--- src/rtl/load_store_unit_if.sv ---
// Core/memory-side bundle for load_store_unit.
// slave: the LSU itself; master: the environment (core request side plus data memory).
interface load_store_unit_if;
    logic        req_i;
    logic        we_i;
    logic [2:0]  size_i;
    logic [31:0] addr_i;
    logic [31:0] wdata_i;
    logic [31:0] rdata_o;
    logic        ack_o;
    logic        err_o;
    logic        mem_we_o;
    logic [31:0] mem_a_o;
    logic [31:0] mem_wd_o;
    logic [31:0] mem_rd_i;

    modport slave (
        input  req_i, we_i, size_i, addr_i, wdata_i, mem_rd_i,
        output rdata_o, ack_o, err_o, mem_we_o, mem_a_o, mem_wd_o
    );

    modport master (
        output req_i, we_i, size_i, addr_i, wdata_i, mem_rd_i,
        input  rdata_o, ack_o, err_o, mem_we_o, mem_a_o, mem_wd_o
    );
endinterface

--- src/rtl/load_store_unit.sv ---
// Load/store unit between the execute stage and a word-wide data memory without byte enables.
// Sub-word stores run as read-modify-write; loads return lane-extracted, extended data.
// Optional feature macro: LSU_MISALIGN_TRAP_EN -- misaligned H/W accesses complete in one
// cycle with err_o=1 and no memory access. When undefined, err_o is 0 and misaligned low
// address bits are forced to alignment.
module load_store_unit #(
    parameter int unsigned MEM_AW = 6
) (
    input logic              clk,
    input logic              rst_n,
    load_store_unit_if.slave bus
);

    typedef enum logic [1:0] {StIdle, StRead, StWrite, StResp} state_e;

    state_e              state_q, state_d;
    logic                we_q;
    logic [2:0]          size_q;
    logic [MEM_AW+1:0]   addr_q;
    logic [31:0]         wdata_q;
    logic [31:0]         wd_q;
    logic [31:0]         rdata_q;
    logic                ack_q;

    // Request decode (IDLE-side, straight from the core inputs)
    logic                in_b, in_h, in_w;
    logic [1:0]          in_off;
    logic [MEM_AW+1:0]   addr_al;

    // Latched-request decode
    logic                q_b, q_h, q_uns;
    logic [7:0]          sel_byte;
    logic [15:0]         sel_half;
    logic [31:0]         load_val;
    logic [31:0]         merged;

    // Address bits above the memory are ignored, so accesses wrap.
    logic unused_addr_hi;
    assign unused_addr_hi = ^bus.addr_i[31:MEM_AW+2];

    // funct3 decode: only B/BU and H/HU are sub-word, everything else is a word access
    assign in_b = (bus.size_i[1:0] == 2'b00);
    assign in_h = (bus.size_i[1:0] == 2'b01);
    assign in_w = !in_b && !in_h;

    // Force misaligned low bits to the access alignment
    always_comb begin
        in_off = bus.addr_i[1:0];
        if (in_w) begin
            in_off = 2'b00;
        end else if (in_h) begin
            in_off = {bus.addr_i[1], 1'b0};
        end
    end
    assign addr_al = {bus.addr_i[MEM_AW+1:2], in_off};

`ifdef LSU_MISALIGN_TRAP_EN
    logic misalign_i;
    logic err_d, err_q;
    assign misalign_i = (in_h && bus.addr_i[0]) || (in_w && (bus.addr_i[1:0] != 2'b00));
`endif

    assign q_b   = (size_q[1:0] == 2'b00);
    assign q_h   = (size_q[1:0] == 2'b01);
    assign q_uns = size_q[2];

    // Next-state selection
    always_comb begin
        state_d = state_q;
`ifdef LSU_MISALIGN_TRAP_EN
        err_d   = 1'b0;
`endif
        unique case (state_q)
            StIdle: begin
                if (bus.req_i) begin
                    // Only full-word stores skip the read; sub-word stores need the old word
                    if (bus.we_i && in_w) begin
                        state_d = StWrite;
                    end else begin
                        state_d = StRead;
                    end
`ifdef LSU_MISALIGN_TRAP_EN
                    if (misalign_i) begin
                        state_d = StResp;
                        err_d   = 1'b1;
                    end
`endif
                end
            end
            StRead:  state_d = we_q ? StWrite : StResp;
            StWrite: state_d = StResp;
            StResp:  state_d = StIdle;
            default: state_d = StIdle;
        endcase
    end

    // Lane extraction and extension of the word read from memory
    always_comb begin
        unique case (addr_q[1:0])
            2'b00:   sel_byte = bus.mem_rd_i[7:0];
            2'b01:   sel_byte = bus.mem_rd_i[15:8];
            2'b10:   sel_byte = bus.mem_rd_i[23:16];
            default: sel_byte = bus.mem_rd_i[31:24];
        endcase
        sel_half = addr_q[1] ? bus.mem_rd_i[31:16] : bus.mem_rd_i[15:0];
        if (q_b) begin
            load_val = {{24{sel_byte[7] & ~q_uns}}, sel_byte};
        end else if (q_h) begin
            load_val = {{16{sel_half[15] & ~q_uns}}, sel_half};
        end else begin
            load_val = bus.mem_rd_i;
        end
    end

    // Read-modify-write merge: replace only the target lane of the old word
    always_comb begin
        merged = bus.mem_rd_i;
        if (q_b) begin
            merged[{addr_q[1:0], 3'b000} +: 8] = wdata_q[7:0];
        end else if (q_h) begin
            merged[{addr_q[1], 4'b0000} +: 16] = wdata_q[15:0];
        end
    end

    // State, request latch, write-data and load-result registers
    always_ff @(posedge clk) begin
        if (!rst_n) begin
            state_q <= StIdle;
            we_q    <= 1'b0;
            size_q  <= 3'b000;
            addr_q  <= '0;
            wdata_q <= 32'h0;
            wd_q    <= 32'h0;
            rdata_q <= 32'h0;
            ack_q   <= 1'b0;
        end else begin
            state_q <= state_d;
            // ack is high exactly while in RESP
            ack_q   <= (state_d == StResp);
            if (state_q == StIdle && bus.req_i) begin
                we_q    <= bus.we_i;
                size_q  <= bus.size_i;
                addr_q  <= addr_al;
                wdata_q <= bus.wdata_i;
                if (bus.we_i && in_w) begin
                    wd_q <= bus.wdata_i;
                end
            end
            if (state_q == StRead) begin
                if (we_q) begin
                    wd_q <= merged;
                end else begin
                    rdata_q <= load_val;
                end
            end
        end
    end

`ifdef LSU_MISALIGN_TRAP_EN
    // Error flag accompanies the ack of a trapped access
    always_ff @(posedge clk) begin
        if (!rst_n) begin
            err_q <= 1'b0;
        end else begin
            err_q <= err_d;
        end
    end
    assign bus.err_o = err_q;
`else
    assign bus.err_o = 1'b0;
`endif

    // Gating by rst_n keeps a reset from committing an in-flight write
    assign bus.mem_we_o = (state_q == StWrite) && rst_n;
    assign bus.mem_a_o  = (state_q == StIdle)
                        ? {{(32 - MEM_AW){1'b0}}, bus.addr_i[MEM_AW+1:2]}
                        : {{(32 - MEM_AW){1'b0}}, addr_q[MEM_AW+1:2]};
    assign bus.mem_wd_o = wd_q;
    assign bus.rdata_o  = rdata_q;
    assign bus.ack_o    = ack_q;

endmodule

--- src/flat_wrapper.sv ---
// flat-port wrapper written by rule: the top's interface ports become plain ports
module load_store_unit_flat 
#(
    parameter int unsigned MEM_AW = 6
)
  (clk, rst_n, bus_req_i, bus_we_i, bus_size_i, bus_addr_i, bus_wdata_i, bus_mem_rd_i, bus_rdata_o, bus_ack_o, bus_err_o, bus_mem_we_o, bus_mem_a_o, bus_mem_wd_o);
  load_store_unit_if bus_i ();
  input logic clk;
  input logic rst_n;
  input wire logic [$bits(bus_i.req_i)-1:0] bus_req_i;
  input wire logic [$bits(bus_i.we_i)-1:0] bus_we_i;
  input wire logic [$bits(bus_i.size_i)-1:0] bus_size_i;
  input wire logic [$bits(bus_i.addr_i)-1:0] bus_addr_i;
  input wire logic [$bits(bus_i.wdata_i)-1:0] bus_wdata_i;
  input wire logic [$bits(bus_i.mem_rd_i)-1:0] bus_mem_rd_i;
  output wire logic [$bits(bus_i.rdata_o)-1:0] bus_rdata_o;
  output wire logic [$bits(bus_i.ack_o)-1:0] bus_ack_o;
  output wire logic [$bits(bus_i.err_o)-1:0] bus_err_o;
  output wire logic [$bits(bus_i.mem_we_o)-1:0] bus_mem_we_o;
  output wire logic [$bits(bus_i.mem_a_o)-1:0] bus_mem_a_o;
  output wire logic [$bits(bus_i.mem_wd_o)-1:0] bus_mem_wd_o;
  assign bus_i.req_i = bus_req_i;
  assign bus_i.we_i = bus_we_i;
  assign bus_i.size_i = bus_size_i;
  assign bus_i.addr_i = bus_addr_i;
  assign bus_i.wdata_i = bus_wdata_i;
  assign bus_i.mem_rd_i = bus_mem_rd_i;
  assign bus_rdata_o = bus_i.rdata_o;
  assign bus_ack_o = bus_i.ack_o;
  assign bus_err_o = bus_i.err_o;
  assign bus_mem_we_o = bus_i.mem_we_o;
  assign bus_mem_a_o = bus_i.mem_a_o;
  assign bus_mem_wd_o = bus_i.mem_wd_o;
  load_store_unit #(.MEM_AW(MEM_AW)) u_core (.clk(clk), .rst_n(rst_n), .bus(bus_i));
endmodule
--- config.mk ---
export PLATFORM = sky130hd
export DESIGN_NAME = load_store_unit_flat
export DESIGN_NICKNAME = d
export VERILOG_FILES = /design/src/rtl/load_store_unit_if.sv /design/src/rtl/load_store_unit.sv /design/src/flat_wrapper.sv
export SDC_FILE = /design/constraint.sdc
export NUM_CORES = 1
export LEC_CHECK = 0
export ABC_AREA = 0
export CAP_MARGIN = 40
export CORE_MARGIN = 1.5
export CORE_UTILIZATION = 44
export CTS_BUF_LIST = sky130_fd_sc_hd__clkbuf_8 sky130_fd_sc_hd__clkbuf_16
export DETAILED_ROUTE_END_ITERATION = 8
export GPL_ROUTABILITY_DRIVEN = 0
export PLACE_DENSITY = 0.8
export SYNTH_ARGS = -nofsm -noshare
export SYNTH_HDL_FRONTEND = slang
export SYNTH_SLANG_ARGS = --single-unit
--- constraint.sdc ---
create_clock -name clk -period 3.4 [get_ports clk]
set_clock_uncertainty 0.2 [all_clocks]
set_input_delay 0.68 -clock clk [delete_from_list [all_inputs] [get_ports clk]]
set_output_delay 0.68 -clock clk [all_outputs]
set_load 0.01 [all_outputs]
## Yosys cells after proc, flatten, opt, wreduce, memory -nomap -nowiden

Cells that the tools add are included.

| word-level totals | value |
|---|---|
| flip-flop bits (word level) | 95 |
| output and inout bits | 99 |

| cells by class | value |
|---|---|
| $add $sub $neg | 2 |
| equal/unequal tests | 8 |
| shifts and indexed selects | 4 |
| muxes and demuxes | 19 |
| bitwise operators | 4 |
| reductions and logical operators | 11 |

Operators with widths:

| operator | count |
|---|---|
| $mux 32 | 8 |
| $bwmux 32 | 2 |
| $shift 16x7->32 const A | 1 |
| $shift 8x7->32 const A | 1 |
| $shiftx 16x7->32 | 1 |
| $shiftx 8x7->32 | 1 |
| $pmux 8 s3 | 1 |
| $mux 16 | 1 |
| $neg 5->7 | 2 |
| $eq 2x1->1 const B | 4 |
| $eq 2x2->1 const B | 4 |
| $logic_not 2->1 | 4 |
| $pmux 2 s4 | 1 |
| $mux 2 | 3 |
| $mux 6 | 1 |
| $logic_and 1x1->1 | 4 |
| $and 1x1->1 | 2 |
| $logic_not 1->1 | 2 |
| $mux 1 | 2 |
| $not 1->1 | 2 |
| $reduce_and 2->1 | 1 |

## Longest topological paths before layout

Gate-level depths: netlist of the first run.

| depth | value |
|---|---|
| word-level depth | 8 |
| gate-level depth with buffers | 10 |

## Worst setup path before layout of the first run

OpenSTA, ideal clock, no wires.

| timing | value |
|---|---|
| kind | reg2reg |
| from | register u_core.addr_q[1] |
| to | register u_core.wd_q[17], in the netlist u_core.bus.mem_wd_o[17] |
| data arrival time | 2.473 ns |
| data required time | 3.114 ns |
| path slack | 0.642 ns |
| stages on the path, launching flop included | 9 |
| buffers on the path | 2 |
| path through | dfxtp_1 -> clkbuf_1 -> clkinv_1 -> clkbuf_1 -> ha_1 -> or4_1 -> o31ai_2 -> a221oi_1 -> a211oi_1 |

| on the way | value |
|---|---|
| cells in the longest elaborated chain, start to end | 7 |
| elaborated cells between the ends (all ways) | 12 |
| those cells by class | add/sub (2); shift (4); mux (6) |

Ends and longest elaborated chain:

| element | line | RTL |
|---|---|---|
| start: declaration | load_store_unit.sv:19 | `logic [MEM_AW+1:0] addr_q;` |
| start signal: assignment | load_store_unit.sv:143 | `addr_q <= addr_al;` |
| $neg 5->7 | load_store_unit.sv:121 | `merged[{addr_q[1], 4'b0000} +: 16] = wdata_q[15:0];` |
| $shiftx 16x7->32 / $shift 16x7->32 (equally long branches) | load_store_unit.sv:121 |  |
| $bwmux 32 | load_store_unit.sv:121 |  |
| $mux 32 | load_store_unit.sv:120 | `end else if (q_h) begin` |
| $mux 32 (*) | load_store_unit.sv:118 | `if (q_b) begin` |
| $mux 32 (*) | load_store_unit.sv:150 | `if (we_q) begin` |
| $mux 32 (*) | load_store_unit.sv:149 | `if (state_q == StRead) begin` |
| end signal: assignment | load_store_unit.sv:146 | `wd_q <= bus.wdata_i;` |
| end signal: assignment | load_store_unit.sv:151 | `wd_q <= merged;` |
| end: declaration | load_store_unit.sv:21 | `logic [31:0] wd_q;` |

Mark *: on every way between the ends. The rest lies on a longest branch, timed or not.
A chain may end at the register's enable or synchronous reset.

## Final worst setup path of the first run

| timing | value |
|---|---|
| from | register u_core.state_q[1] |
| to | output port bus_mem_a_o[4] |

| on the way | value |
|---|---|
| cells in the longest elaborated chain, start to end | 2 |

Ends and longest elaborated chain:

| element | line | RTL |
|---|---|---|
| start: declaration | load_store_unit.sv:16 | `state_e state_q, state_d;` |
| start signal: assignment | load_store_unit.sv:128 | `state_q <= StIdle;` |
| start signal: assignment | load_store_unit.sv:137 | `state_q <= state_d;` |
| $logic_not 2->1 | load_store_unit.sv:175 | `assign bus.mem_a_o = (state_q == StIdle)` |
| $mux 6 | load_store_unit.sv:176 | `? {{(32 - MEM_AW){1'b0}}, bus.addr_i[MEM_AW+1:2]}` |
| end: declaration | flat_wrapper.sv:20 | `output wire logic [$bits(bus_i.mem_a_o)-1:0] bus_mem_a_o;` |

No other way between the ends.

==> impl_metrics.toml, run 1 <==
[clock_network]
cts_buffers = 9
clkTransAtPathRegs_ns = 0.07
clk_latency_ns = 0.34
htreeDepth = 3
clock_sinks = 95
ctsHoldBuffers = 0
root_buffer = "clkbuf_16"
cts_resized = 0
cts_tree = "yes"
clockBufferDepth = 2
post_cts_buffers = 0

[sta]
tns_ns = 0
grt_setup_unrepaired = "false"
setup_viol = 0
hold_violations = 0
fmax_mhz = 340
period_needed_ns = 2.94
worstMarginPinSlew_ns = 0.942
final_max_slew_viol_count = 0
fin_crit_sh_pct = 86.5
maxSlewHeadroom_pct = 37.1

[worst_setup_path]
critical-path-top-delay-family = "buffers and inverters"
cp.depth = 4
cp_slowest_cell = "clkdlybuf4s50_1"
path_cells = "inv_1 > ha_1 > mux2_2 > clkdlybuf4s50_1"
cp.buffers_inverters = 2
cp.required_ns = 2.52
r2r_cells = 6
cp.arrival_ns = 2.06
r2r-end = "u_core.bus.mem_wd_o[17]$_SDFF_PN0_"
cp_max_fo = 9
critPathLaunch = "u_core.state_q[1]$_SDFF_PN0_"
critPathLaunchType = "flip-flop"
crit_type = "flip-flop to primary output"
critPathCaptureType = "primary output"
max_stage_delay_ns = 0.48
reg2reg_setup_slack_ns = 0.61
r2r_start = "u_core.addr_q[0]$_SDFFE_PN0N_"

[drt]
drc = 0
routedWlPerCell_um = 19.6
vias = 5651
ant_nets = 0
drt_iter0_markers = 576
drt-pass1-iter-count = 7
avgViaCountPerCell = 6.19
drt-total-wl_um = 17900

[synth]
synthTopCellsByArea = "dfxtp_1 (36%), mux2i_1 (7.7%), nand2_1 (6.6%)"
netlist.top_cell.by_area = "dfxtp_1"
synth_xor_area_share_pct = 0
synth_ff_type = "dfxtp_1"
synth_area_um2 = 5350
async_reset_ff_share_pct = 0
synth_compound_area_share_pct = 31.7
ys.warnings.count = 0
ys_types = 50
syn_avg_cell_area_um2 = 8.43
syn_inst = 634
synth_top_family_by_area = "compound AO/OA/AOI/OAI gates"
synthMuxAreaShare_pct = 9.15
synthSimpleGateAreaFrac_pct = 11.2
synthAdderAreaFrac_pct = 2.34
synth_seq_cells = 95
ys_seq_area_share_pct = 35.6
netlist.area_leader.share_pct = 35.6
synth_edf_count = 0

[floorplanning]
die-area_um2 = 12800
rows = 40
placeableCoreArea_um2 = 11900
start_util_pct = 44.9
ios = 202
die_h_um = 113
die_w_um = 113

[layout]
mostFrequentLayoutCells = "clkdlybuf4s50_1 (150), dfxtp_1 (95), nand2_1 (94), a21oi_1 (57), o22ai_1 (55)"
fillers = 1072
fin_nets = 874
antenna_cells = 0
finish.utilization_pct = 60.1
final_cells = 913
final_common_cell = "clkdlybuf4s50_1"
drive_gt1_share_pct = 7.57
area_delta_synth_final_pct = 33.8

[worst_hold_path]
min_from = "u_core.addr_q[7]$_SDFFE_PN0N_"
holdPathEnd = "u_core.addr_q[7]$_SDFFE_PN0N_"
hold_depth = 2
hold_path.class = "flip-flop to flip-flop"

[outcome]
status = "complete, no violations"

[place]
numPortBuffers = 150
dp.cells = 897
hpwl_um = 13100

[power_and_ir_drop]
power_w = 0.00457
vdd_drop_max_v = 0.000373
power_leakage_nw = 2.94
powerDensity_nw_per_um2 = 638

[global_route]
grt_pass1_vias = 5375
grt_pass1_wl_um = 28000
grt_max_degree = 32
track_usage_pct = 27.4
antenna_found_initial = 0
overflow = 0

[run]
cap_violations = 0
==> worst max-delay path by stage <==
stage                                          to  slack, ns
6_report                           bus_mem_a_o[4]       0.46
5_1_grt                            bus_mem_a_o[1]       0.36
4_1_cts                            bus_mem_a_o[4]       0.44
3_5_place_dp   u_core.bus.mem_wd_o[14]$_SDFF_PN0_       0.64
3_3_place_gp   u_core.bus.mem_wd_o[26]$_SDFF_PN0_       0.30
2_1_floorplan  u_core.bus.mem_wd_o[17]$_SDFF_PN0_       0.64
==> per-stage QoR <==
step | setup slack [ns] | hold WS [ns] | instance area [um^2]
after floorplan | 0.642 | 0.234 | 5450
after global placement | 0.303 | 0.241 | 6870
after detailed placement | 0.637 | 0.256 | 6880
after CTS | 0.440 | 0.265 | 7160
after global routing | 0.361 | 0.276 | 7160
final | 0.459 | 0.264 | 7160
==> tightest hold or removal path: stages, from the launching register on <==
cell,delay (ns)
dfxtp_1,0.31
nand2_1,0.05
a21oi_1,0.06
==> where the power goes <==
part | total, W | switching, W | internal (W)
logic | 0.00201 | 0.00103 | 0.000976
registers | 0.00160 | 0.000220 | 0.00138
clock network | 0.000961 | 0.000459 | 0.000503
total | 0.00457 | 0.00171 | 0.00286
==> flip-flops by register name (all words and copies together), names as in the netlist <==
register and count:
u_core.state_q 2, u_core.wdata_q 16, u_core.size_q 3, u_core.bus.rdata_o 32, u_core.bus.mem_wd_o 32, u_core.we_q 1, u_core.addr_q 8, u_core.bus.ack_o 1
==> area by class of cell <==
cell class	count	area (um^2)	share of cell area (%)
Clock inverter	7	55.1	0.769
Multi-Input combinational cell	454	3010	42.1
Sequential cell	95	1900	26.6
Inverter	32	120	1.68
Tap cell	147	184	2.57
Clock buffer	9	225	3.15
Timing Repair Buffer	169	1660	23.2
==> synth_stat cells, types with 4 or more instances <==
cell       number
dfxtp_1        95
nand2_1        94
a21oi_1        57
o22ai_1        55
mux2i_1        41
clkbuf_1       38
a221oi_1       31
inv_1          30
buf_4          27
a221o_1        23
o21ai_0        21
nor2b_1        12
ha_1           10
o221a_2         9
buf_2           8
a222oi_1        7
mux2_2          7
a211o_1         6
a211oi_1        6
a21o_1          5
a2bb2oi_1       5
buf_1           5
nor2_1          5
nand2b_1        4
==> logic make-up after synthesis <==
kind of cell | after synthesis
compound gates | 237
fa+ha+maj | 10
buf+inv | 111
flops | 95
mux | 48
other cells | 1
simple gates | 132
==> routing by layer <==
layer | up-vias | wire length [um] | track usage, %
li1 | 2581 | - | -
met1 | 2641 | 7170 | 34.5
met2 | 359 | 8030 | 44.0
met3 | 70 | 1940 | 6.91
met4 | 0 | 719 | 13.1
met5 | - | 0 | 0
No activity file was read; power rests on OpenSTA's default activity.
==> inputs of run 2 (changes only) <==
- clock period: 3.4 -> 3.2 ns (I/O delays scaled with it)
==> run 2 against run 1 <==
  * Die area unchanged
  * Global-route usage increased by 1.3 points
  * Final cell count unchanged
  * Worst setup slack worse by 0.16 ns
  * Via count grew 1.6%
  * Combinational power up 8%
==> impl_metrics.toml, run 2 (synthesis results as in run 1) <==
[worst_hold_path]
holdPathEnd = "u_core.addr_q[7]$_SDFFE_PN0N_"
min_from = "u_core.addr_q[7]$_SDFFE_PN0N_"
hold_depth = 2
hold_path.class = "flip-flop to flip-flop"

[worst_setup_path]
r2r_cells = 6
reg2reg_setup_slack_ns = 0.51
cp.required_ns = 2.36
cp_max_fo = 9
critPathLaunchType = "flip-flop"
crit_type = "flip-flop to primary output"
r2r-end = "u_core.bus.mem_wd_o[23]$_SDFF_PN0_"
r2r_start = "u_core.addr_q[1]$_SDFFE_PN0N_"
cp.arrival_ns = 2.06
critPathCaptureType = "primary output"

[floorplanning]
die_w_um = 113
rows = 40
start_util_pct = 44.9
die_h_um = 113
placeableCoreArea_um2 = 11900
die-area_um2 = 12800
ios = 202

[sta]
maxSlewHeadroom_pct = 38.4
period_needed_ns = 2.90
tns_ns = 0
fin_crit_sh_pct = 90.6
fmax_mhz = 345
hold_violations = 0
worstMarginPinSlew_ns = 0.921
grt_setup_unrepaired = "false"
final_max_slew_viol_count = 0
setup_viol = 0

[layout]
mostFrequentLayoutCells = "clkdlybuf4s50_1 (150), dfxtp_1 (95), nand2_1 (94), a21oi_1 (57), o22ai_1 (55)"
final_common_cell = "clkdlybuf4s50_1"
antenna_cells = 0
final_cells = 913
drive_gt1_share_pct = 7.44
fin_nets = 874
fillers = 1047
area_delta_synth_final_pct = 34.7

[drt]
avgViaCountPerCell = 6.29
ant_nets = 0
drt-total-wl_um = 18700
drt_iter0_markers = 798
drt-pass1-iter-count = 8
vias = 5743
routedWlPerCell_um = 20.4
drc = 0

[clock_network]
clk_latency_ns = 0.35
clkTransAtPathRegs_ns = 0.07
clockBufferDepth = 2
ctsHoldBuffers = 0
cts_buffers = 9
clock_sinks = 95
root_buffer = "clkbuf_16"
post_cts_buffers = 0
cts_resized = 0
htreeDepth = 3
cts_tree = "yes"

[global_route]
grt_max_degree = 33
grtUsageMet1_pct = 35.8
track_usage_pct = 28.7
met2_usage_pct = 45.7
grt_pass1_vias = 5592
use_met3_pct = 8.30
grt_pass1_wl_um = 29200
antenna_found_initial = 0
overflow = 0
busiest_layer = "met2"

[power_and_ir_drop]
power_w = 0.00504
powerDensity_nw_per_um2 = 699
power_leakage_nw = 2.97
vdd_drop_max_v = 0.000402

[place]
dp.cells = 897
hpwl_um = 13300
numPortBuffers = 150

[outcome]
status = "complete, no violations"

[run]
cap_violations = 0
-- run 2: cell count changes in the layout (fill, tap and decap cells not counted) --
cell,before,now
buf_8,0,1
inv_6,2,0
clkinv_4,2,1
clkbuf_8,0,1
buf_6,1,0
inv_1,30,31
bufinv_16,0,2
clkinvlp_4,2,1
-- run 2: layer usage --
| metal | vias to the layer above | wire (um) |
|---|---|---|
| li1 | 2575 | - |
| met3 | 83 | 2120 |
| met2 | 403 | 8450 |
| met5 | - | 0 |
| met1 | 2682 | 7200 |
| met4 | 0 | 890 |
-- run 2: cell type report --
type	count	area [um^2]	area share [%]
Inverter	32	120	1.67
Tap cell	147	184	2.55
Timing Repair Buffer	169	1660	23.1
Multi-Input combinational cell	454	3010	41.8
Sequential cell	95	1900	26.4
Clock inverter	6	85.1	1.18
Clock buffer	10	239	3.32
-- run 2: critical path, stage by stage (launching register included) --
cell,delay (ns)
dfxtp_1,0.33
inv_1,0.11
ha_1,0.40
mux2_2,0.39
clkdlybuf4s50_1,0.48
-- run 2: per-stage QoR --
step | hold slack, ns | util (%) | setup WS, ns | cell area, um^2
finish | 0.262 | 60.5 | 0.300 | 7200
CTS | 0.260 | 60.5 | 0.293 | 7200
floorplan | 0.234 | - | 0.442 | 5450
detailed placement | 0.250 | 57.8 | 0.557 | 6880
global route | 0.284 | 60.5 | 0.208 | 7200
global placement | 0.241 | 57.6 | 0.485 | 6870
-- run 2: worst max path at each step --
stage                                       start                                  to  slack, ns  depth (start not counted)
global route         u_core.state_q[0]$_SDFF_PN0_                      bus_mem_a_o[1]       0.21                          4
finish               u_core.state_q[0]$_SDFF_PN0_                      bus_mem_a_o[4]       0.30                          4
global placement                            rst_n  u_core.bus.mem_wd_o[31]$_SDFF_PN0_       0.48                          4
CTS                  u_core.state_q[1]$_SDFF_PN0_                      bus_mem_a_o[5]       0.29                          4
floorplan           u_core.addr_q[1]$_SDFFE_PN0N_  u_core.bus.mem_wd_o[17]$_SDFF_PN0_       0.44                          8
detailed placement                  bus_addr_i[6]                      bus_mem_a_o[4]       0.56                          3
-- run 2: report_power, final --
| part | switching (W) | internal [W] |
|---|---|---|
| Combinational | 0.00114 | 0.00103 |
| Sequential | 0.000213 | 0.00146 |
| Clock | 0.000488 | 0.000704 |
| Total | 0.00184 | 0.00320 |
==> inputs of run 3 (changes only) <==
- CELL_PAD_IN_SITES_DETAIL_PLACEMENT: default -> 2
- CELL_PAD_IN_SITES_GLOBAL_PLACEMENT: default -> 2
- CORE_UTILIZATION: 44 -> 25
- PLACE_DENSITY: 0.8 -> default
- PLACE_DENSITY_LB_ADDON: default -> 0.1
==> run 3 against run 2 <==
  * Core utilization is 25 points lower
  * Via count decreased by 1.0%
  * Worst setup slack worse by 0.061 ns
  * Non-clock buffer count increased by 10
  * Die area is 74% higher
  * Design area is 2.8% higher
  * Sequential power about the same
  * Highest routed layer unchanged
  * Worst hold slack lost 0.0046 ns
  * Clock-buffer cell count did not move
  * Final cell count grew 15%
  * Register-to-register slack improved by 0.04 ns
==> impl_metrics.toml, run 3 (synthesis results as in run 1) <==
[worst_setup_path]
crit_type = "flip-flop to primary output"
r2r_start = "u_core.addr_q[1]$_SDFFE_PN0N_"
cp_slowest_cell = "clkdlybuf4s50_1"
path_cells = "inv_1 > ha_1 > mux2_2 > clkdlybuf4s50_1"
reg2reg_setup_slack_ns = 0.55
critPathLaunchType = "flip-flop"
max_stage_delay_ns = 0.48
cp.arrival_ns = 2.12
r2r-end = "u_core.bus.mem_wd_o[23]$_SDFF_PN0_"
cp.buffers_inverters = 2
cp.required_ns = 2.36
critical-path-top-delay-family = "buffers and inverters"
critPathLaunch = "u_core.state_q[0]$_SDFF_PN0_"
r2r_cells = 6
cp_max_fo = 9
critPathCaptureType = "primary output"

[floorplanning]
placeableCoreArea_um2 = 21000
die_h_um = 149
die_w_um = 149
rows = 53
ios = 202
die-area_um2 = 22300
start_util_pct = 25.4

[layout]
mostFrequentLayoutCells = "clkdlybuf4s50_1 (150), dfxtp_1 (95), nand2_1 (94), a21oi_1 (57), o22ai_1 (55)"
drive_gt1_share_pct = 8.39
antenna_cells = 0
area_delta_synth_final_pct = 38.6
final_common_cell = "clkdlybuf4s50_1"
fin_nets = 884
final_cells = 1050

[clock_network]
cts_tree = "yes"
root_buffer = "clkbuf_16"
htreeDepth = 3
post_cts_buffers = 0
cts_resized = 0
ctsHoldBuffers = 0
cts_buffers = 9
clk_latency_ns = 0.36
clkTransAtPathRegs_ns = 0.07
clockBufferDepth = 2
clock_sinks = 95

[drt]
ant_nets = 0
drt_iter0_markers = 350
wl_met2_um = 12300
dr_wl_met3_um = 1280
highest_layer = "met4"
drt-pass1-iter-count = 4
routedWlPerCell_um = 23.5
wl_met1_um = 10700
drc = 0
avgViaCountPerCell = 5.41
vias = 5683
drt-total-wl_um = 24600

[power_and_ir_drop]
vdd_drop_max_v = 0.000320
power_w = 0.00515
power_leakage_nw = 3.00
powerDensity_nw_per_um2 = 695

[sta]
maxSlewHeadroom_pct = 45.3
tns_ns = 0
setup_viol = 0
fmax_mhz = 338
worstMarginPinSlew_ns = 0.819
fin_crit_sh_pct = 92.5
grt_setup_unrepaired = "false"
final_max_slew_viol_count = 0
period_needed_ns = 2.96
hold_violations = 0

[outcome]
status = "complete, no violations"

[global_route]
grt_pass1_vias = 6055
antenna_found_initial = 0
grt_pass1_wl_um = 37500
overflow = 0
track_usage_pct = 22.4
grt_max_degree = 32

[worst_hold_path]
hold_depth = 2
min_from = "u_core.addr_q[7]$_SDFFE_PN0N_"
holdPathEnd = "u_core.addr_q[7]$_SDFFE_PN0N_"
hold_path.class = "flip-flop to flip-flop"

[place]
dp.cells = 1035
numPortBuffers = 150
hpwl_um = 18200

[run]
cap_violations = 0
## run 3: cell types whose count changed in the layout (fill, tap and decap cells not counted), sizes merged
cell,delta
inv,+1
clkinv,-2
buf,+10
## run 3: how the worst max path moves through the flow
stage	endpoint	slack [ns]	cells after the start
finish	bus_mem_a_o[4]	0.24	4
global route	bus_mem_a_o[5]	0.16	4
CTS	bus_mem_a_o[4]	0.19	4
detailed placement	u_core.bus.mem_wd_o[14]$_SDFF_PN0_	0.49	6
global placement	u_core.bus.mem_wd_o[5]$_SDFF_PN0_	0.55	6
floorplan	u_core.bus.mem_wd_o[17]$_SDFF_PN0_	0.44	8
## run 3: stage by stage
step	setup slack [ns]	hold slack, ns	instance area [um^2]	util [%]
floorplan	0.442	0.234	5450	-
global placement	0.547	0.241	7100	33.8
detailed placement	0.490	0.251	7100	33.8
CTS	0.190	0.261	7410	35.2
global route	0.161	0.274	7410	35.2
finish	0.239	0.257	7410	35.2
## run 3: report_power, final
part	switching [W]	total, W	leakage, nW	internal, W
clock	0.000485	0.00118	0.157	0.000697
combinational	0.00122	0.00226	2.07	0.00104
sequential	0.000239	0.00170	0.776	0.00146
## run 3: area by class of cell
class                           instances  area, um^2
Multi-Input combinational cell        454        3010
Fill cell                            2351       13600
Clock inverter                          5        75.1
Inverter                               32         120
Tap cell                              275         344
Clock buffer                           10         239
Sequential cell                        95        1900
Timing Repair Buffer                  179        1720
## run 3: worst register-to-register path, cell delays in order (launching register included)
cell and delay, ns:
dfxtp_1 0.38, buf_4 0.29, ha_1 0.48, nand2_1 0.16, nor4_1 0.60, a221oi_1 0.24, o22ai_1 0.22
## run 3: metal layers
metal	GRT usage, %	vias up
met1	28.7	2865
li1	-	2599
met3	2.72	26
met4	6.34	0
met5	0	-
met2	39.2	193
